[src/rtl/legv8_pkg.sv]
// Shared LEGv8 definitions: opcode constants, ALU function codes, controller
// state and instruction-class enumerations.
package legv8_pkg;

  localparam logic [10:0] OP_ADD  = 11'b10001011000;
  localparam logic [10:0] OP_SUB  = 11'b11001011000;
  localparam logic [10:0] OP_AND  = 11'b10001010000;
  localparam logic [10:0] OP_ORR  = 11'b10101010000;
  localparam logic [10:0] OP_LDUR = 11'b11111000010;
  localparam logic [10:0] OP_STUR = 11'b11111000000;
  localparam logic [9:0]  OP_ADDI = 10'b1001000100;
  localparam logic [9:0]  OP_SUBI = 10'b1101000100;
  localparam logic [7:0]  OP_CBZ  = 8'b10110100;
  localparam logic [7:0]  OP_CBNZ = 8'b10110101;
  localparam logic [5:0]  OP_B    = 6'b000101;

  localparam logic [4:0] FS_AND = 5'b00000;
  localparam logic [4:0] FS_ORR = 5'b00100;
  localparam logic [4:0] FS_ADD = 5'b01000;
  localparam logic [4:0] FS_SUB = 5'b01001;

  localparam logic [4:0] XZR = 5'd31;

  typedef enum logic [2:0] {
    FETCH,
    DECODE,
    EXEC,
    MEM,
    HALT
  } state_t;

  typedef enum logic [2:0] {
    IC_ALU_R,
    IC_ALU_I,
    IC_LDUR,
    IC_STUR,
    IC_CBZ,
    IC_CBNZ,
    IC_B,
    IC_ILLEGAL
  } iclass_t;

endpackage

[src/rtl/instr_decode_legv8.sv]
// Combinational LEGv8 decoder: instruction class, ALU function, register
// fields, datapath immediate and branch byte offset from the held instruction.
module instr_decode_legv8
  import legv8_pkg::*;
(
  input  logic [31:0] i_ir,
  output logic [2:0]  o_cls,
  output logic [4:0]  o_fs,
  output logic        o_sub,
  output logic [4:0]  o_sa,
  output logic [4:0]  o_sb,
  output logic [4:0]  o_da,
  output logic [63:0] o_k,
  output logic [63:0] o_br_off
);

  iclass_t     w_cls;
  logic [4:0]  w_fs;
  logic        w_sub;
  logic [10:0] w_op11;
  logic [9:0]  w_op10;
  logic [7:0]  w_op8;
  logic [5:0]  w_op6;

  assign w_op11 = i_ir[31:21];
  assign w_op10 = i_ir[31:22];
  assign w_op8  = i_ir[31:24];
  assign w_op6  = i_ir[31:26];

  // Longest opcode first so a short pattern never shadows a longer one.
  always_comb begin
    w_cls = IC_ILLEGAL;
    w_fs  = FS_ADD;
    w_sub = 1'b0;
    if (w_op11 == OP_ADD) begin
      w_cls = IC_ALU_R;
    end else if (w_op11 == OP_SUB) begin
      w_cls = IC_ALU_R;
      w_fs  = FS_SUB;
      w_sub = 1'b1;
    end else if (w_op11 == OP_AND) begin
      w_cls = IC_ALU_R;
      w_fs  = FS_AND;
    end else if (w_op11 == OP_ORR) begin
      w_cls = IC_ALU_R;
      w_fs  = FS_ORR;
    end else if (w_op11 == OP_LDUR) begin
      w_cls = IC_LDUR;
    end else if (w_op11 == OP_STUR) begin
      w_cls = IC_STUR;
    end else if (w_op10 == OP_ADDI) begin
      w_cls = IC_ALU_I;
    end else if (w_op10 == OP_SUBI) begin
      w_cls = IC_ALU_I;
      w_fs  = FS_SUB;
      w_sub = 1'b1;
    end else if (w_op8 == OP_CBZ) begin
      w_cls = IC_CBZ;
    end else if (w_op8 == OP_CBNZ) begin
      w_cls = IC_CBNZ;
    end else if (w_op6 == OP_B) begin
      w_cls = IC_B;
    end
  end

  always_comb begin
    o_k      = 64'd0;
    o_br_off = 64'd0;
    unique case (w_cls)
      IC_ALU_I:        o_k = {52'd0, i_ir[21:10]};
      IC_LDUR,
      IC_STUR:         o_k = {{55{i_ir[20]}}, i_ir[20:12]};
      IC_CBZ, IC_CBNZ: o_br_off = {{43{i_ir[23]}}, i_ir[23:5], 2'b00};
      IC_B:            o_br_off = {{36{i_ir[25]}}, i_ir[25:0], 2'b00};
      default: ;
    endcase
  end

  // CB-type reads Rt through port A; STUR reads Rt through port B.
  assign o_sa  = (w_cls == IC_CBZ || w_cls == IC_CBNZ) ? i_ir[4:0] : i_ir[9:5];
  assign o_sb  = (w_cls == IC_STUR) ? i_ir[4:0] : i_ir[20:16];
  assign o_da  = i_ir[4:0];
  assign o_cls = w_cls;
  assign o_fs  = w_fs;
  assign o_sub = w_sub;

endmodule

[src/rtl/control_unit_legv8.sv]
// Multi-cycle LEGv8 controller (FETCH/DECODE/EXEC/MEM) driving the datapath
// control word. Define HALT_ON_ILLEGAL_EN to stop on unrecognised opcodes.
module control_unit_legv8
  import legv8_pkg::*;
#(
  parameter logic [63:0] RESET_PC = 64'h0,
  parameter logic [63:0] PC_STEP  = 64'd4
)
(
  input  logic        clk,
  input  logic        rst,
  input  logic [31:0] instr,
  input  logic        instr_valid,
  output logic        imem_req,
  output logic [63:0] pc,
  input  logic [3:0]  stat,
  output logic [4:0]  DA,
  output logic [4:0]  SA,
  output logic [4:0]  SB,
  output logic [4:0]  FS,
  output logic        c_out,
  output logic [63:0] k,
  output logic        B_sel,
  output logic        W_reg,
  output logic        W_ram,
  output logic        B_en,
  output logic        alu_en,
  output logic        D_en,
  output logic        ram_en,
  output logic        halted
);

  state_t      r_state;
  logic [63:0] r_pc;
  logic [31:0] r_ir;

  state_t      w_state_nxt;
  logic [63:0] w_pc_nxt;
  logic        w_ir_load;
  logic        w_taken;

  logic [2:0]  w_cls_raw;
  iclass_t     w_cls;
  logic [4:0]  w_dec_fs;
  logic        w_dec_sub;
  logic [4:0]  w_dec_sa;
  logic [4:0]  w_dec_sb;
  logic [4:0]  w_dec_da;
  logic [63:0] w_dec_k;
  logic [63:0] w_dec_br_off;
  logic        w_unused_stat;

  instr_decode_legv8 u_decode (
    .i_ir     (r_ir),
    .o_cls    (w_cls_raw),
    .o_fs     (w_dec_fs),
    .o_sub    (w_dec_sub),
    .o_sa     (w_dec_sa),
    .o_sb     (w_dec_sb),
    .o_da     (w_dec_da),
    .o_k      (w_dec_k),
    .o_br_off (w_dec_br_off)
  );

  assign w_cls         = iclass_t'(w_cls_raw);
  assign w_unused_stat = ^stat[3:1];
  assign pc            = r_pc;

  always_ff @(posedge clk) begin
    if (rst) begin
      r_state <= FETCH;
      r_pc    <= RESET_PC;
      r_ir    <= 32'd0;
    end else begin
      r_state <= w_state_nxt;
      r_pc    <= w_pc_nxt;
      if (w_ir_load) r_ir <= instr;
    end
  end

  // Outputs are held at zero while rst is high so that an instruction
  // abandoned by reset never commits a register or RAM write.
  always_comb begin
    w_state_nxt = r_state;
    w_pc_nxt    = r_pc;
    w_ir_load   = 1'b0;
    w_taken     = 1'b0;
    imem_req    = 1'b0;
    DA          = 5'd0;
    SA          = 5'd0;
    SB          = 5'd0;
    FS          = 5'd0;
    c_out       = 1'b0;
    k           = 64'd0;
    B_sel       = 1'b0;
    W_reg       = 1'b0;
    W_ram       = 1'b0;
    B_en        = 1'b0;
    alu_en      = 1'b0;
    D_en        = 1'b0;
    ram_en      = 1'b0;
    halted      = 1'b0;
    if (!rst) begin
      unique case (r_state)
        FETCH: begin
          imem_req = 1'b1;
          if (instr_valid) begin
            w_ir_load   = 1'b1;
            w_state_nxt = DECODE;
          end
        end
        DECODE: begin
          SA          = w_dec_sa;
          SB          = w_dec_sb;
          DA          = w_dec_da;
          w_state_nxt = EXEC;
        end
        EXEC: begin
          SA          = w_dec_sa;
          SB          = w_dec_sb;
          DA          = w_dec_da;
          w_state_nxt = FETCH;
          w_pc_nxt    = r_pc + PC_STEP;
          unique case (w_cls)
            IC_ALU_R, IC_ALU_I: begin
              FS     = w_dec_fs;
              c_out  = w_dec_sub;
              B_sel  = (w_cls == IC_ALU_I);
              k      = w_dec_k;
              alu_en = 1'b1;
              W_reg  = (w_dec_da != XZR);
            end
            IC_LDUR: begin
              FS          = FS_ADD;
              B_sel       = 1'b1;
              k           = w_dec_k;
              ram_en      = 1'b1;
              w_state_nxt = MEM;
              w_pc_nxt    = r_pc;
            end
            IC_STUR: begin
              FS     = FS_ADD;
              B_sel  = 1'b1;
              k      = w_dec_k;
              ram_en = 1'b1;
              B_en   = 1'b1;
              W_ram  = 1'b1;
            end
            IC_CBZ, IC_CBNZ: begin
              FS      = FS_ADD;
              B_sel   = 1'b1;
              w_taken = (w_cls == IC_CBZ) ? stat[0] : !stat[0];
              if (w_taken) w_pc_nxt = r_pc + w_dec_br_off;
            end
            IC_B: begin
              w_pc_nxt = r_pc + w_dec_br_off;
            end
            default: begin
`ifdef HALT_ON_ILLEGAL_EN
              w_state_nxt = HALT;
              w_pc_nxt    = r_pc;
`endif
            end
          endcase
        end
        MEM: begin
          SA          = w_dec_sa;
          DA          = w_dec_da;
          FS          = FS_ADD;
          B_sel       = 1'b1;
          k           = w_dec_k;
          ram_en      = 1'b1;
          D_en        = 1'b1;
          W_reg       = (w_dec_da != XZR);
          w_pc_nxt    = r_pc + PC_STEP;
          w_state_nxt = FETCH;
        end
        HALT: begin
`ifdef HALT_ON_ILLEGAL_EN
          halted = 1'b1;
`endif
        end
        default: w_state_nxt = FETCH;
      endcase
    end
  end

endmodule

[config.mk]
export PLATFORM = sky130hd
export DESIGN_NAME = control_unit_legv8
export DESIGN_NICKNAME = d
export VERILOG_FILES = /design/src/rtl/legv8_pkg.sv /design/src/rtl/instr_decode_legv8.sv /design/src/rtl/control_unit_legv8.sv
export SDC_FILE = /design/constraint.sdc
export NUM_CORES = 1
export LEC_CHECK = 0
export CAP_MARGIN = 20
export CORE_MARGIN = 5
export CORE_UTILIZATION = 54
export CTS_CLUSTER_SIZE = 8
export DETAILED_ROUTE_END_ITERATION = 10
export PLACE_DENSITY = 0.79
export SLEW_MARGIN = 20
export SYNTH_ARGS = -nofsm -noshare
export SYNTH_HDL_FRONTEND = slang
export SYNTH_SLANG_ARGS = --single-unit
export TNS_END_PERCENT = 50
[constraint.sdc]
create_clock -name clk -period 9.2 [get_ports clk]
set_clock_uncertainty 0.05 [all_clocks]
set_input_delay 2.76 -clock clk [delete_from_list [all_inputs] [get_ports clk]]
set_output_delay 2.76 -clock clk [all_outputs]
set_load 0.05 [all_outputs]
==> results of run 1 <==
## worst max-delay path: stages
cell and delay (ps):
sky130_fd_sc_hd__buf_2 240, sky130_fd_sc_hd__nand2b_1 270, sky130_fd_sc_hd__inv_1 110, sky130_fd_sc_hd__nor2_1 670
sky130_fd_sc_hd__nor2_1 140, sky130_fd_sc_hd__clkdlybuf4s50_1 740
## layer usage
metal,track usage (%),vias to the layer above
met5,0,-
met2,49.80,490
met4,13.22,0
li1,-,5415
met3,3.640,96
met1,36.00,5257
## area by class of cell
cell class	instances	area, um2	share of cell area, %
inverters	29	108.9	0.9079
repair buffers	199	1979	16.51
well taps	234	292.8	2.442
clock buffers	9	225.2	1.879
multi-input cells	1204	7385	61.59
clock inverters	7	76.32	0.6366
flip-flops and latches	96	1922	16.03
## registers in the layout, indices dropped and copies added (netlist names)
register / cells
r_state: 2
r_ir: 32
pc: 62
## how the worst max path moves through the flow
stage	from	end	slack, ps	cells past startpoint
CTS	rst	k[45]	1260	4
floorplan	rst	k[13]	120	4
global route	rst	k[7]	1270	6
global placement	rst	k[41]	1390	4
detailed placement	rst	k[45]	1260	4
finish	rst	k[10]	1450	6
## cells in the mapped netlist, types with 4 or more instances
master and n:
sky130_fd_sc_hd__a21o_1 30, sky130_fd_sc_hd__a41oi_1 9, sky130_fd_sc_hd__a2111oi_0 4, sky130_fd_sc_hd__o22ai_1 14
sky130_fd_sc_hd__and4_1 4, sky130_fd_sc_hd__a21boi_0 6, sky130_fd_sc_hd__buf_4 58, sky130_fd_sc_hd__clkbuf_1 78
sky130_fd_sc_hd__nand2b_1 41, sky130_fd_sc_hd__nor2b_1 13, sky130_fd_sc_hd__buf_1 4, sky130_fd_sc_hd__o21a_1 9
sky130_fd_sc_hd__nand3_1 41, sky130_fd_sc_hd__a22oi_1 14, sky130_fd_sc_hd__dfxtp_1 96, sky130_fd_sc_hd__a211oi_1 17
sky130_fd_sc_hd__mux2i_1 9, sky130_fd_sc_hd__o21ai_0 131, sky130_fd_sc_hd__o31ai_1 5, sky130_fd_sc_hd__inv_1 29
sky130_fd_sc_hd__a31oi_1 16, sky130_fd_sc_hd__nand4_1 23, sky130_fd_sc_hd__o31a_1 4, sky130_fd_sc_hd__nor3_1 35
sky130_fd_sc_hd__or4_1 7, sky130_fd_sc_hd__a221oi_1 8, sky130_fd_sc_hd__ha_1 66, sky130_fd_sc_hd__nor2_1 132
sky130_fd_sc_hd__and2_1 20, sky130_fd_sc_hd__a21oi_1 157, sky130_fd_sc_hd__or3_1 8, sky130_fd_sc_hd__o21ai_1 7
sky130_fd_sc_hd__o211ai_1 10, sky130_fd_sc_hd__nand2_1 178, sky130_fd_sc_hd__o21bai_1 15, sky130_fd_sc_hd__xnor2_1 30
sky130_fd_sc_hd__and3_1 23, sky130_fd_sc_hd__xor2_1 31, sky130_fd_sc_hd__a22o_1 18, sky130_fd_sc_hd__nor4_1 13
## power by group through the flow
stage / sequential (mW) / combinational (mW) / clock [mW]
global route: 0.456 / 0.128 / 0.416
finish: 0.454 / 0.119 / 0.397
detailed placement: 0.462 / 0.117 / 0
floorplan: 0.456 / 0.0762 / 0
CTS: 0.453 / 0.118 / 0.399
global placement: 0.462 / 0.115 / 0
## stage by stage
stage          power (mW)  std cells
3_5_place_dp       0.5794       1761
3_3_place_gp       0.5769       1761
2_1_floorplan      0.5327       1472
4_1_cts            0.9690       1777
5_1_grt            0.9994       1778
6_report           0.9694       1778
## cells by family after synthesis
logic type               count (synthesis)  share of synthesized area (%)
other                                    1                        0.03711
flip-flops                              96                          19.02
AND/OR/NAND/NOR                        563                          27.34
buffers and inverters                  172                          8.581
XOR/XNOR                                61                          5.287
AO/OA/AOI/OAI                          498                          30.36
adder cells (fa/ha/maj)                 67                          8.370
multiplexers                            10                          1.003
==> flow_metrics.tcl, run 1 <==
set metrics [dict create \
    timing.critical_path.fanout_max 17 \
    power.clock.fraction_pct 40.9 \
    drt_drc_violations_left 0 \
    cap_viol_max_count 0 \
    netlist_top_cells_area "sky130_fd_sc_hd__dfxtp_1, sky130_fd_sc_hd__ha_1, sky130_fd_sc_hd__a21oi_1, sky130_fd_sc_hd__nand2_1, sky130_fd_sc_hd__o21ai_0" \
    hold_depth 2 \
    detailed_place_hpwl_um 23750 \
    grt_first_pass_wirelength_um 52440 \
    hold_ws_ps 467.3 \
    firstDrtPassIters 5 \
    antenna_violations_before_repair 0 \
    finalNetCount 1645 \
    cts_resized 0 \
    io_buffers 188 \
    row_count 50 \
    fp.coreArea_um2 18580 \
    power_report.internal_total_mw 0.6650 \
    wl_per_cell_um 18.48 \
    fmaxAchievable_mhz 129.0 \
    post_synth_inst_count 1468 \
    worst_pin_slew_ps 977.8 \
    setup_tns_ps 0 \
    setup_ws_ps 1448 \
    switching_share_pct 31.41 \
    setup_violations 0 \
    layout_min_cycle_time_ps 7752 \
    postSynth.asyncResetShare_pct 0 \
    synth_area_per_inst_um2 6.883 \
    required_ps 6390 \
    n_fill_cell 1649 \
    initial_core_utilization_pct 54.38 \
    gpl.final_weighted_congestion 1.007 \
    detailedRoute.firstIterationViolations 864 \
    h-tree-depth 3 \
    startpoint_type "input port" \
    cts_buffer_depth 2 \
    post_drt_via_cell_ratio 6.332 \
    p_per_area_nw_per_um2 80.86 \
    first_global_vias 10428 \
    total_congestion_overflow_after_global_routing 0 \
    utilization_pct 64.53 \
    postPlaceCellArea_um2 11650 \
    r2r_end "pc[58]" \
    cts_tree "yes" \
    detail-route-antenna-nets 0 \
    clock_insertion_delay_worst_skew_ps 370 \
    yosysWarnings 0 \
    cts_made_buffers 9 \
    final_cell_mix "sky130_fd_sc_hd__clkdlybuf4s50_1, sky130_fd_sc_hd__nand2_1, sky130_fd_sc_hd__a21oi_1" \
    timing_hold_violations_final 0 \
    final-max-slew-violation-count 0 \
    run_status "finished clean" \
    worst_hold_path.endpoint "r_ir[26]" \
    worst_hold_path_type "reg2reg" \
    routed_wl_met2_um 15800 \
    layout_commonest_cell "sky130_fd_sc_hd__clkdlybuf4s50_1" \
    synth_area_leader_cell "sky130_fd_sc_hd__dfxtp_1" \
    total_standard_cell_area_after_synthesis_um2 10100 \
    r2r-start "r_ir[30]" \
    design.portCount 197 \
    reg2reg_setup_slack_ps 4070 \
    clkSlewWorstSetupHoldPaths_ps 80 \
    endpoint_kind "output port" \
    rr_worst_depth 15 \
    comb_power_share_pct 12.3 \
    pin_count_of_the_biggest_net_entering_global_routing 95 \
    layout.cell_area.non_filler_um2 11990 \
    top_signal_layer_used "met4" \
    rsz_0062_raised_after_global_routing "no" \
    wirelength_met1_um 13510 \
    pwr-share-seq_pct 46.8 \
    synth_ff_type "sky130_fd_sc_hd__dfxtp_1" \
    holdBufCountCts 0 \
    netlist-cell-type-count 79 \
    ys_ff_latch 96 \
    detail_route.wirelength_um 32860 \
    num_vias 11258 \
    n_antenna_cell 0 \
    sequential_to_total_area_share_from_yosys_stat_pct 19.02 \
    drive_gt1_share_pct 3.627 \
    worstSetupPathType "in2out" \
    number_of_enable_flip_flop_cells_after_synthesis 0 \
    wl_met3_um 2271 \
    cp_data_arrival_time_ps 4940 \
    net-switching-power_mw 0.3045 \
    post-place-ws_ps 1264 \
    relSlewSlack_pct 34.82 \
    vdd.ir_drop.worst_uv 83.12 \
    global_route.usage.total_pct 28.92 \
    leakagePower_nw 4.433 \
    cts.root.buffer_cell "sky130_fd_sc_hd__clkbuf_16" \
    fp.dieW_um 146.8 \
    die-height_um 146.8 \
    die_area_um2 21550 \
    syn2layout_area_growth_pct 18.65 \
    synthDominantCellAreaShare_pct 19.02 \
    hold_path.startpoint "r_ir[26]" \
    period_utilisation_layout_pct 84.26 \
    cts_setup_buffers 0 \
    numClockSinks 96 \
]
Power figures use the tool's default switching activity.
==> run 2, diff against run 1 <==
- clock period: 9.2 -> 7.3 ns (I/O delays scaled with it)
==> flow_metrics.tcl, run 2 (synthesis results as in run 1) <==
set metrics [dict create \
    required_ps 5060 \
    cts_tree "yes" \
    p_per_area_nw_per_um2 102.5 \
    hold_ws_ps 472.0 \
    clkSlewWorstSetupHoldPaths_ps 80 \
    global_route.usage.total_pct 28.82 \
    cp_data_arrival_time_ps 4420 \
    multiInputGateArea_um2 7385 \
    gpl.final_weighted_congestion 0.9466 \
    storage_element_area_um2 1922 \
    worst_pin_slew_ps 956.5 \
    cts.root.buffer_cell "sky130_fd_sc_hd__clkbuf_16" \
    row_count 50 \
    clock_insertion_delay_worst_skew_ps 360 \
    utilization_pct 64.55 \
    path_buf_inv 3 \
    final-instance-count-excl-fill 1780 \
    detail-route-antenna-nets 0 \
    cts_made_buffers 9 \
    final_cell_mix "sky130_fd_sc_hd__clkdlybuf4s50_1, sky130_fd_sc_hd__nand2_1, sky130_fd_sc_hd__a21oi_1" \
    relSlewSlack_pct 36.23 \
    worst_path_largest_cell_delay_ps 910 \
    reg2reg_setup_slack_ps 2200 \
    wl_per_cell_um 18.44 \
    total_congestion_overflow_after_global_routing 0 \
    layout_min_cycle_time_ps 6657 \
    design.portCount 197 \
    startpoint_type "input port" \
    n_fill_cell 1722 \
    num_vias 11165 \
    firstDrtPassIters 5 \
    endpoint_kind "output port" \
    fp.coreArea_um2 18580 \
    detailedRoute.firstIterationViolations 742 \
    finalNetCount 1647 \
    die-height_um 146.8 \
    drive_gt1_share_pct 3.752 \
    die_area_um2 21550 \
    layout_commonest_cell "sky130_fd_sc_hd__clkdlybuf4s50_1" \
    post_drt_via_cell_ratio 6.272 \
    drt_drc_violations_left 0 \
    largest_register_ffs 62 \
    timing_hold_violations_final 0 \
    leakagePower_nw 4.440 \
    io_buffers 188 \
    antenna_violations_before_repair 0 \
    pin_count_of_the_biggest_net_entering_global_routing 69 \
    setup_violations 0 \
    detail_route.wirelength_um 32820 \
    critical_path.top_delay_family "buffers and inverters" \
    timing.critical_path.fanout_max 52 \
    first_global_vias 10333 \
    run_status "finished clean" \
    worst_hold_path_type "reg2reg" \
    path_cells "buf_2 -> nand2b_1 -> a21oi_4 -> buf_4 -> clkdlybuf4s50_1" \
    cts_buffer_depth 2 \
    worstSetupPathType "in2out" \
    layout.cell_area.non_filler_um2 11990 \
    cts_setup_buffers 0 \
    vdd.ir_drop.worst_uv 112.0 \
    holdBufCountCts 0 \
    final-max-slew-violation-count 0 \
    crit_slowest_cell "sky130_fd_sc_hd__clkdlybuf4s50_1" \
    placed_cells_incl_taps 1764 \
    cap_viol_max_count 0 \
    period_utilisation_layout_pct 91.19 \
    setup_tns_ps 0 \
    rsz_0062_raised_after_global_routing "no" \
    n_antenna_cell 0 \
    fmaxAchievable_mhz 150.2 \
    cts_resized 0 \
    h-tree-depth 3 \
    initial_core_utilization_pct 54.38 \
    detailed_place_hpwl_um 23850 \
    numClockSinks 96 \
    postPlaceCellArea_um2 11690 \
    grt_first_pass_wirelength_um 52100 \
    syn2layout_area_growth_pct 18.70 \
    fp.dieW_um 146.8 \
]
## run 2: cell types whose count changed in the layout (fill, tap and decap cells not counted)
cell	delta
sky130_fd_sc_hd__inv_8	+2
sky130_fd_sc_hd__buf_4	+2
sky130_fd_sc_hd__clkinv_8	-1
sky130_fd_sc_hd__clkinv_4	-1
sky130_fd_sc_hd__buf_16	-1
sky130_fd_sc_hd__buf_12	+1
## run 2: cell type report
cell class / instances / share of cell area (%)
Sequential cell: 96 / 16.02
Clock buffer: 9 / 1.878
Tap cell: 234 / 2.441
Clock inverter: 7 / 0.6155
Multi-Input combinational cell: 1204 / 61.57
Inverter: 29 / 0.9076
Timing Repair Buffer: 201 / 16.57
## run 2: per-stage QoR
stage          power, mW  setup WS (ps)
5_1_grt            1.266          514.6
4_1_cts            1.227          640.2
3_5_place_dp      0.7295          637.4
2_1_floorplan     0.6713          519.5
6_report           1.229          642.9
3_3_place_gp      0.7274          710.8
## run 2: layer usage
metal  track usage [%]  vias up  part of all wire (%)  routed length, um
met2             48.28      442                    47              15390
met1             37.02     5189                    42              13880
met4             12.42        0                   4.1               1331
met5                 0        -                     0                  0
li1                  -     5429                     -                  -
met3             4.072      105                   6.8               2226
## run 2: final timing paths
path | start | endpoint | depth (start not counted)
worst max-delay path | rst | k[54] | 5
worst min-delay path | r_ir[28] | r_ir[28] | 2
worst max register to register | r_ir[30] | pc[59] | 17
worst min register to register | r_ir[28] | r_ir[28] | 2
## run 2: power by group
part	internal, mW	switching, mW	leakage [nW]
Combinational	0.0555	0.0941	3.51
Clock	0.244	0.265	0.147
Sequential	0.541	0.0306	0.779
## run 2: worst min-delay path, cell delays in order, from the launching register on
cell	delay, ps
sky130_fd_sc_hd__dfxtp_1	350
sky130_fd_sc_hd__nand2b_1	70
sky130_fd_sc_hd__o21ai_0	60
==> run 3, diff against run 2 <==
- CORE_MARGIN: 5 -> 2
==> flow_metrics.tcl, run 3 (synthesis results as in run 1) <==
set metrics [dict create \
    rr_worst_depth 15 \
    power.clock.fraction_pct 42.1 \
    hold_path.startpoint "r_ir[26]" \
    cts_resized 0 \
    postPlaceCellArea_um2 11570 \
    r2r-start "r_ir[30]" \
    largest_register_ffs 62 \
    detailedRoute.firstIterationViolations 735 \
    worst_hold_path.endpoint "r_ir[26]" \
    grt_first_pass_wirelength_um 51670 \
    gpl.final_weighted_congestion 0.9513 \
    n_fill_cell 1726 \
    leakagePower_nw 4.562 \
    relSlewSlack_pct 36.35 \
    global_route.usage.total_pct 31.58 \
    die-height_um 140.8 \
    net-switching-power_mw 0.3771 \
    cts_tree "yes" \
    cts_setup_buffers 0 \
    required_ps 5060 \
    h-tree-depth 3 \
    fp.dieW_um 140.8 \
    cp_data_arrival_time_ps 4580 \
    cts.root.buffer_cell "sky130_fd_sc_hd__clkbuf_16" \
    num_vias 11087 \
    hold_ws_ps 461.4 \
    timing.critical_path.fanout_max 37 \
    power_report.internal_total_mw 0.8703 \
    fmaxAchievable_mhz 146.6 \
    timing_hold_violations_final 0 \
    period_utilisation_layout_pct 93.44 \
    n_antenna_cell 0 \
    hold_depth 2 \
    setup_tns_ps 0 \
    detail_route.wirelength_um 32280 \
    final-max-slew-violation-count 0 \
    detailed_place_hpwl_um 23750 \
    rsz_0062_raised_after_global_routing "no" \
    cts_buffer_depth 2 \
    power.total_mw 1.247 \
    vdd.ir_drop.worst_uv 106.8 \
    crit_top_cell "sky130_fd_sc_hd__nor2_1" \
    p_per_area_nw_per_um2 105.0 \
    setup_violations 0 \
    syn2layout_area_growth_pct 17.58 \
    total_congestion_overflow_after_global_routing 0 \
    post_drt_via_cell_ratio 6.218 \
    layout.cell_area.non_filler_um2 11880 \
    detail-route-antenna-nets 0 \
    worst_path_largest_cell_delay_ps 730 \
    fp.coreArea_um2 18520 \
    wl_per_cell_um 18.10 \
    reg2reg_setup_slack_ps 2370 \
    layout_min_cycle_time_ps 6821 \
    holdBufCountCts 0 \
    startpoint_type "input port" \
    finalNetCount 1650 \
    design.portCount 197 \
    cap_viol_max_count 0 \
    pwr-share-seq_pct 45.8 \
    switching_share_pct 30.23 \
    cts_made_buffers 9 \
    worst_hold_path_type "reg2reg" \
    layout_commonest_cell "sky130_fd_sc_hd__nand2_1" \
    initial_core_utilization_pct 54.57 \
    crit_slowest_cell "sky130_fd_sc_hd__clkdlybuf4s50_1" \
    pin_count_of_the_biggest_net_entering_global_routing 65 \
    clock_insertion_delay_worst_skew_ps 370 \
    comb_power_share_pct 12.1 \
    die_area_um2 19820 \
    path_cells "buf_2 -> nand2b_1 -> a21oi_1 -> nor2_1 -> nor2_1 -> clkdlybuf4s50_1" \
    run_status "finished clean" \
    r2r_end "pc[58]" \
    worstSetupPathType "in2out" \
    drive_gt1_share_pct 7.295 \
    worst_pin_slew_ps 954.8 \
    clkSlewWorstSetupHoldPaths_ps 80 \
    io_buffers 188 \
    drt_drc_violations_left 0 \
    first_global_vias 10152 \
    row_count 50 \
    numClockSinks 96 \
    final_cell_mix "sky130_fd_sc_hd__nand2_1, sky130_fd_sc_hd__a21oi_1, sky130_fd_sc_hd__clkdlybuf4s50_1" \
    firstDrtPassIters 6 \
    endpoint_kind "output port" \
    antenna_violations_before_repair 0 \
    utilization_pct 64.16 \
]
## run 3: changes by cell type in the layout (fill, tap and decap cells not counted)
cell	before	now
sky130_fd_sc_hd__buf_12	1	0
sky130_fd_sc_hd__buf_4	12	68
sky130_fd_sc_hd__bufinv_16	0	1
sky130_fd_sc_hd__clkdlybuf4s50_1	187	135
sky130_fd_sc_hd__clkinv_4	2	1
sky130_fd_sc_hd__clkinvlp_4	0	2
sky130_fd_sc_hd__inv_6	2	1
sky130_fd_sc_hd__inv_8	2	1
sky130_fd_sc_hd__nor4_2	0	1
sky130_fd_sc_hd__nor4_4	2	1
## run 3: power by group through the flow
stage / logic (mW) / registers [mW] / clock network (mW)
detailed placement: 0.149 / 0.582 / 0
finish: 0.151 / 0.572 / 0.525
global placement: 0.147 / 0.582 / 0
floorplan: 0.0961 / 0.575 / 0
CTS: 0.150 / 0.570 / 0.531
global route: 0.163 / 0.574 / 0.548
## run 3: area by class of cell
cell class                      count  area [um2]  share of cell area [%]
Tap cell                          234       292.8                   2.464
Timing Repair Buffer              204        1867                   15.71
Sequential cell                    96        1922                   16.18
Clock buffer                        9       225.2                   1.896
Clock inverter                      7       90.09                  0.7582
Multi-Input combinational cell   1204        7376                   62.08
Inverter                           29       108.9                  0.9162
## run 3: metal layers
layer / wire (um) / up-vias / track usage [%]
li1: - / 5427 / -
met1: 13510 / 5096 / 39.97
met2: 15280 / 453 / 53.38
met3: 2058 / 111 / 4.416
met4: 1431 / 0 / 14.47
met5: 0 / - / 0
## run 3: through the flow
stage / cells / setup slack [ps]
CTS: 1783 / 433.1
global placement: 1767 / 518.9
detailed placement: 1767 / 441.3
finish: 1783 / 478.5
global route: 1783 / 246.4
floorplan: 1472 / 519.5
## run 3: worst max-delay path, delay by kind of cell
kind / cells / cell delay [ps]
AOI/OAI and AO/OA: 1 / 80
buffers and inverters: 2 / 1210
and+or+nand+nor: 3 / 1100
## run 3: worst max path at each step
stage / depth (start not counted) / to / from / slack (ps)
after floorplan: 4 / k[13] / rst / 520
after global placement: 6 / k[6] / rst / 520
after detailed placement: 6 / k[2] / rst / 440
after CTS: 6 / k[2] / rst / 430
after global routing: 6 / k[2] / rst / 250
final: 6 / k[2] / rst / 480
